$ cat config.mk
export PLATFORM = sky130hd
export DESIGN_NAME = fetch_sequencer
export DESIGN_NICKNAME = d
export VERILOG_FILES = /design/src/rtl/fetch_pkg.sv /design/src/rtl/if_id_reg.sv /design/src/rtl/fetch_sequencer.sv
export SDC_FILE = /design/constraint.sdc
export NUM_CORES = 1
export LEC_CHECK = 0
export ABC_CLOCK_PERIOD_IN_PS = 5800
export CAP_MARGIN = 10
export CORE_ASPECT_RATIO = 1.4
export CORE_MARGIN = 2
export CORE_UTILIZATION = 53
export CTS_BUF_LIST = sky130_fd_sc_hd__clkbuf_16
export CTS_CLUSTER_SIZE = 8
export DETAILED_ROUTE_END_ITERATION = 10
export PLACE_DENSITY = 0.85
export RECOVER_POWER = 100
export SLEW_MARGIN = 10
export SYNTH_ARGS = -nofsm -noshare
export SYNTH_HDL_FRONTEND = slang
export SYNTH_SLANG_ARGS = --single-unit
$ cat constraint.sdc
create_clock -name clk -period 5.8 [get_ports clk]
set_input_delay 0.58 -clock clk [delete_from_list [all_inputs] [get_ports clk]]
set_output_delay 0.58 -clock clk [all_outputs]
set_load 0.01 [all_outputs]
$ cat src/rtl/fetch_pkg.sv
// Shared types and defaults for the instruction-fetch controller and its stage registers.
package fetch_pkg;

    localparam int unsigned AddrWDefault  = 12;
    localparam int unsigned InstWDefault  = 19;
    localparam int unsigned ResetPcDefault = 0;

    typedef enum logic [1:0] {
        StBoot,
        StFetch,
        StDebug,
        StHalted
    } fetch_state_e;

endpackage

$ cat src/rtl/if_id_reg.sv
// Pipeline stage register holding valid/inst/pc, with hold and flush enables.
module if_id_reg #(
    parameter int unsigned AddrW = 12,
    parameter int unsigned InstW = 19
) (
    input  logic             clk,
    input  logic             rst_n,
    input  logic             hold_i,
    input  logic             flush_i,
    input  logic [InstW-1:0] inst_i,
    input  logic [AddrW-1:0] pc_i,
    output logic             valid_o,
    output logic [InstW-1:0] inst_o,
    output logic [AddrW-1:0] pc_o
);

    logic             valid_d, valid_q;
    logic [InstW-1:0] inst_d, inst_q;
    logic [AddrW-1:0] pc_d, pc_q;

    // Flush only kills the valid bit; payload keeps its last value.
    always_comb begin
        valid_d = valid_q;
        inst_d  = inst_q;
        pc_d    = pc_q;
        if (flush_i) begin
            valid_d = 1'b0;
        end else if (!hold_i) begin
            valid_d = 1'b1;
            inst_d  = inst_i;
            pc_d    = pc_i;
        end
    end

    always_ff @(posedge clk or negedge rst_n) begin
        if (!rst_n) begin
            valid_q <= 1'b0;
            inst_q  <= '0;
            pc_q    <= '0;
        end else begin
            valid_q <= valid_d;
            inst_q  <= inst_d;
            pc_q    <= pc_d;
        end
    end

    assign valid_o = valid_q;
    assign inst_o  = inst_q;
    assign pc_o    = pc_q;

endmodule

$ cat src/rtl/fetch_sequencer.sv
// Instruction-fetch controller: owns the PC, loads IF/ID, and time-shares the
// instruction memory read port with a debug read port.
module fetch_sequencer
    import fetch_pkg::*;
#(
    parameter int unsigned ADDR_W   = AddrWDefault,
    parameter int unsigned INST_W   = InstWDefault,
    parameter int unsigned RESET_PC = ResetPcDefault
) (
    input  logic              clk,
    input  logic              rst_n,
    output logic [ADDR_W-1:0] imem_addr,
    input  logic [INST_W-1:0] imem_data,
    input  logic              stall,
    input  logic              redirect_valid,
    input  logic [ADDR_W-1:0] redirect_pc,
    input  logic              halt_req,
    input  logic              dbg_req,
    input  logic [ADDR_W-1:0] dbg_addr,
    output logic              dbg_gnt,
    output logic [INST_W-1:0] dbg_data,
    output logic              if_valid,
    output logic [INST_W-1:0] if_inst,
    output logic [ADDR_W-1:0] if_pc,
    output logic              halted
);

    localparam logic [ADDR_W-1:0] ResetPc = ADDR_W'(RESET_PC);

    fetch_state_e      state_d, state_q;
    logic [ADDR_W-1:0] pc_d, pc_q;
    logic              dbg_gnt_d, dbg_gnt_q;
    logic [INST_W-1:0] dbg_data_d, dbg_data_q;
    logic              ifid_hold, ifid_flush;

    always_comb begin
        state_d    = state_q;
        pc_d       = pc_q;
        dbg_gnt_d  = 1'b0;
        dbg_data_d = dbg_data_q;
        ifid_hold  = 1'b1;
        ifid_flush = 1'b0;
        imem_addr  = pc_q;
        unique case (state_q)
            StBoot: begin
                state_d = StFetch;
            end
            StFetch: begin
                // A FETCH cycle with dbg_gnt_q high directly follows DEBUG, so no grant here.
                if (redirect_valid) begin
                    pc_d       = redirect_pc;
                    ifid_flush = 1'b1;
                end else if (halt_req) begin
                    state_d    = StHalted;
                    ifid_flush = 1'b1;
                end else if (dbg_req && !dbg_gnt_q) begin
                    state_d    = StDebug;
                    ifid_flush = !stall;
                end else if (!stall) begin
                    ifid_hold = 1'b0;
                    pc_d      = pc_q + ADDR_W'(1);
                end
            end
            StDebug: begin
                imem_addr  = dbg_addr;
                dbg_gnt_d  = 1'b1;
                dbg_data_d = imem_data;
                state_d    = StFetch;
                if (redirect_valid) begin
                    pc_d       = redirect_pc;
                    ifid_flush = 1'b1;
                end else begin
                    ifid_flush = !stall;
                end
            end
            StHalted: begin
                imem_addr  = dbg_addr;
                ifid_flush = 1'b1;
                if (dbg_req) begin
                    dbg_gnt_d  = 1'b1;
                    dbg_data_d = imem_data;
                end
            end
            default: begin
                state_d = StBoot;
            end
        endcase
    end

    always_ff @(posedge clk or negedge rst_n) begin
        if (!rst_n) begin
            state_q    <= StBoot;
            pc_q       <= ResetPc;
            dbg_gnt_q  <= 1'b0;
            dbg_data_q <= '0;
        end else begin
            state_q    <= state_d;
            pc_q       <= pc_d;
            dbg_gnt_q  <= dbg_gnt_d;
            dbg_data_q <= dbg_data_d;
        end
    end

    if_id_reg #(
        .AddrW(ADDR_W),
        .InstW(INST_W)
    ) u_if_id_reg (
        .clk    (clk),
        .rst_n  (rst_n),
        .hold_i (ifid_hold),
        .flush_i(ifid_flush),
        .inst_i (imem_data),
        .pc_i   (pc_q),
        .valid_o(if_valid),
        .inst_o (if_inst),
        .pc_o   (if_pc)
    );

    assign dbg_gnt  = dbg_gnt_q;
    assign dbg_data = dbg_data_q;
    assign halted   = (state_q == StHalted);

endmodule

==> metrics.md <==
| Metric | Value |
|---|---|
| Status | complete, but fails checks |
| Failing checks | max-capacitance violations, max-slew violations |
| Vias in the first global route | 4287 |
| Crit path largest cell delay | 1130 ps |
| Dpl hpwl | 8.16 mm |
| Htree depth | 3 |
| TritonRoute pass-1 iters | 6 |
| Share of cells above drive strength 1 | 15.2% |
| Final WL | 13.1 mm |
| Ys async rst share | 100% |
| Syn nets | 529 |
| Worst relative slew slack | -142% |
| Starting Density | 55.1% |
| FP Rows | 38 |
| CP Launch Type | input pin |
| Register area | 1650 µm² |
| Clock power share | 19.1% |
| Yosys cell types | 41 |
| CTS tree | built |
| Slew Limit Fails | 67 |
| GP Congestion | 0.904 |
| Seq pwr share | 27.9% |
| ANT cells | 0 |
| Final Cycle Share | 66.2% |
| Largest area contributor in the netlist | dfrtp_1 |
| Slew @ Worst Pin | 3630 ps |
| Sequential-to-total area share from yosys stat | 38.4% |
| Setup Buffers After CTS | 0 |
| Mapped Area | 4300 µm² |
| Req. time, crit path | 6070 ps |
| Max_cap viols | 1 |
| Area Overhead vs Synth | 31.4% |
| GR Util All Layers | 30.4% |
| Number of synthesized register bits | 66 |
| Via count | 4327 |
| Initial antenna violation count | 0 |
| Number of flops mapped to enable cells by yosys | 0 |
| Yosys top cell area share | 38.4% |
| RSZ-0062 raised after global routing | no |
| CORE AREA | 7800 µm² |
| Number of CTS-inserted buffers | 9 |
| Crit path max-delay cell type | dlygate4sd3_1 |
| Fin crit period | 3840 ps |
| Highest clock rate | 0.260 GHz |
| Fill count | 580 |
| I/O Pins | 114 |
| LEAKAGE | 1.84 nW |
| Switching share of power | 42.6% |
| Die Wd | 80.1 µm |
| PortBufs | 113 |
| Pwr/cell area | 482 nW/µm² |
| Most frequent cells in the layout | dfrtp_1 (66), dlygate4sd3_1 (66), clkdlybuf4s50_1 (46) |
| Final hold vios | 0 |
| VDD IR-drop max | 0.330 mV |
| Pint | 0.00156 W |
| Total Power | 0.00272 W |
| Post-Synthesis Cells | 475 |
| Wirelength per Cell | 20.0 µm |
| Hold-fix buffers, CTS | 0 |
| Dominant cells by area after synthesis | dfrtp_1 (38%), mux2_2 (8.4%), o311ai_0 (6.3%) |
| Setup Viol. Count Final | 0 |
| Clk Latency, worst-skew pair | 340 ps |
| Clock Tree Buf Depth | 2 |
| # DRC | 0 |
| First-pass GRT wire length | 21.6 mm |
| Global route overflow | 0 |
| Mapped Avg Cell Area | 9.05 µm² |
| Maximum fanout along the worst path | 32 |
| Fin nets | 604 |
| R2r setup slk | 2770 ps |
| Critical path, cell by cell | dlygate4sd3_1 -> clkbuf_1 -> nor2b_1 -> o21a_1 -> o311ai_0 -> nand3_1 |
| Sw power | 0.00116 W |
| Vias per cell | 6.62 |
| Setup Skew | 6.01 ps |
| Antenna-violating nets left | 0 |
| Worst Path Arrival | 4110 ps |
| Height of the die | 111 µm |
| Worst setup EP type | flip-flop |
| Worst hold path class | flip-flop to flip-flop |
| Area taken by multi-input logic gates | 2410 µm² |
| Pin count of the biggest net entering global routing | 69 |
| Die footprint | 8860 µm² |
| Crit Path Class | input pin to flip-flop |
| Ys flop type | dfrtp_1 |
| Setup TNS | 0 ps |
| 1st-iter DRT viols | 473 |
| Post_cts resized | 0 |
| Combinational power share | 53.0% |
| Clock slew at the register clock pins of the worst setup and hold paths | 50 ps |
| CTS root buffer | clkbuf_16 |
| CTS Sinks | 66 |
| Yosys warns | 0 |
## synth_stat cells, types with 11 or more instances
master,n
dfrtp_1,66
clkbuf_1,51
nand2_1,38
nand3_1,36
nand4_1,34
nor2b_1,34
mux2_2,32
nor4_1,31
o311ai_0,31
a21oi_2,30
nor2_1,12
o21ai_0,12
a21oi_1,11
## critical path: cells and delay by family
kind,cells,cell delay [ps]
simple gates,2,480
compound gates,2,1190
buf+inv,2,1830
## cell families after synthesis
kind of cell	after synthesis	share of synthesized area [%]
DFF	66	38.4
muxes	35	9.08
AOI/OAI and AO/OA	106	19.4
adders and majority gates	5	1.46
buffers and inverters	61	5.94
and+or+nand+nor	202	25.6
## layout make-up
cell class,instances,area share [%]
well taps,100,2.22
multi-input cells,348,42.6
clock inverters,6,0.886
repair buffers,121,20.8
inverters,4,0.266
flip-flops and latches,66,29.2
clock buffers,9,3.99
## per-layer routing
layer	global-route usage (%)	share of wire [%]
met5	0	0
met1	38.6	38
met4	12.1	2.5
met2	50.2	53
met3	5.72	7.4
## per-stage QoR
step / util [%] / cells / worst slack (ps) / hold slack, ps / instance area, µm²
4_1_cts: 72.8 / 654 / 2270 / 471 / 5670
3_3_place_gp: 69.2 / 639 / 2290 / 486 / 5400
3_5_place_dp: 69.2 / 639 / 2220 / 494 / 5400
6_report: 72.4 / 654 / 1960 / 500 / 5650
2_1_floorplan: - / 475 / 3420 / 284 / 4300
5_1_grt: 72.4 / 654 / 1420 / 520 / 5650
## path summary, 6_finish.rpt
check,endpoint,cells after the start,start
worst max-delay path,u_if_id_reg.inst_o[9]$_DFFE_PN0P_,6,halt_req
worst min-delay path,dbg_data[8]$_DFFE_PN0P_,1,dbg_data[8]$_DFFE_PN0P_
worst max register to register,dbg_data[10]$_DFFE_PN0P_,5,state_q[1]$_DFFE_PN0P_
worst min register to register,dbg_data[8]$_DFFE_PN0P_,1,dbg_data[8]$_DFFE_PN0P_
max in group asynchronous,dbg_gnt$_DFF_PN0_,2,rst_n
min in group asynchronous,pc_q[1]$_DFFE_PN0P_,2,rst_n
## sequential cells by signal, summed over array words and instances, names as in the netlist
register             flops
u_if_id_reg.pc_o        12
dbg_data                19
dbg_gnt                  1
pc_q                    12
u_if_id_reg.inst_o      19
u_if_id_reg.valid_o      1
state_q                  2
## power groups by stage
stage	sequential [W]	clock, W	combinational (W)
after floorplan	0.000746	0	0.000938
after global placement	0.000759	0	0.00145
after detailed placement	0.000765	0	0.00149
after CTS	0.000758	0.000523	0.00150
after global routing	0.000781	0.000543	0.00156
final	0.000759	0.000520	0.00144
Power figures use the tool's default switching activity.
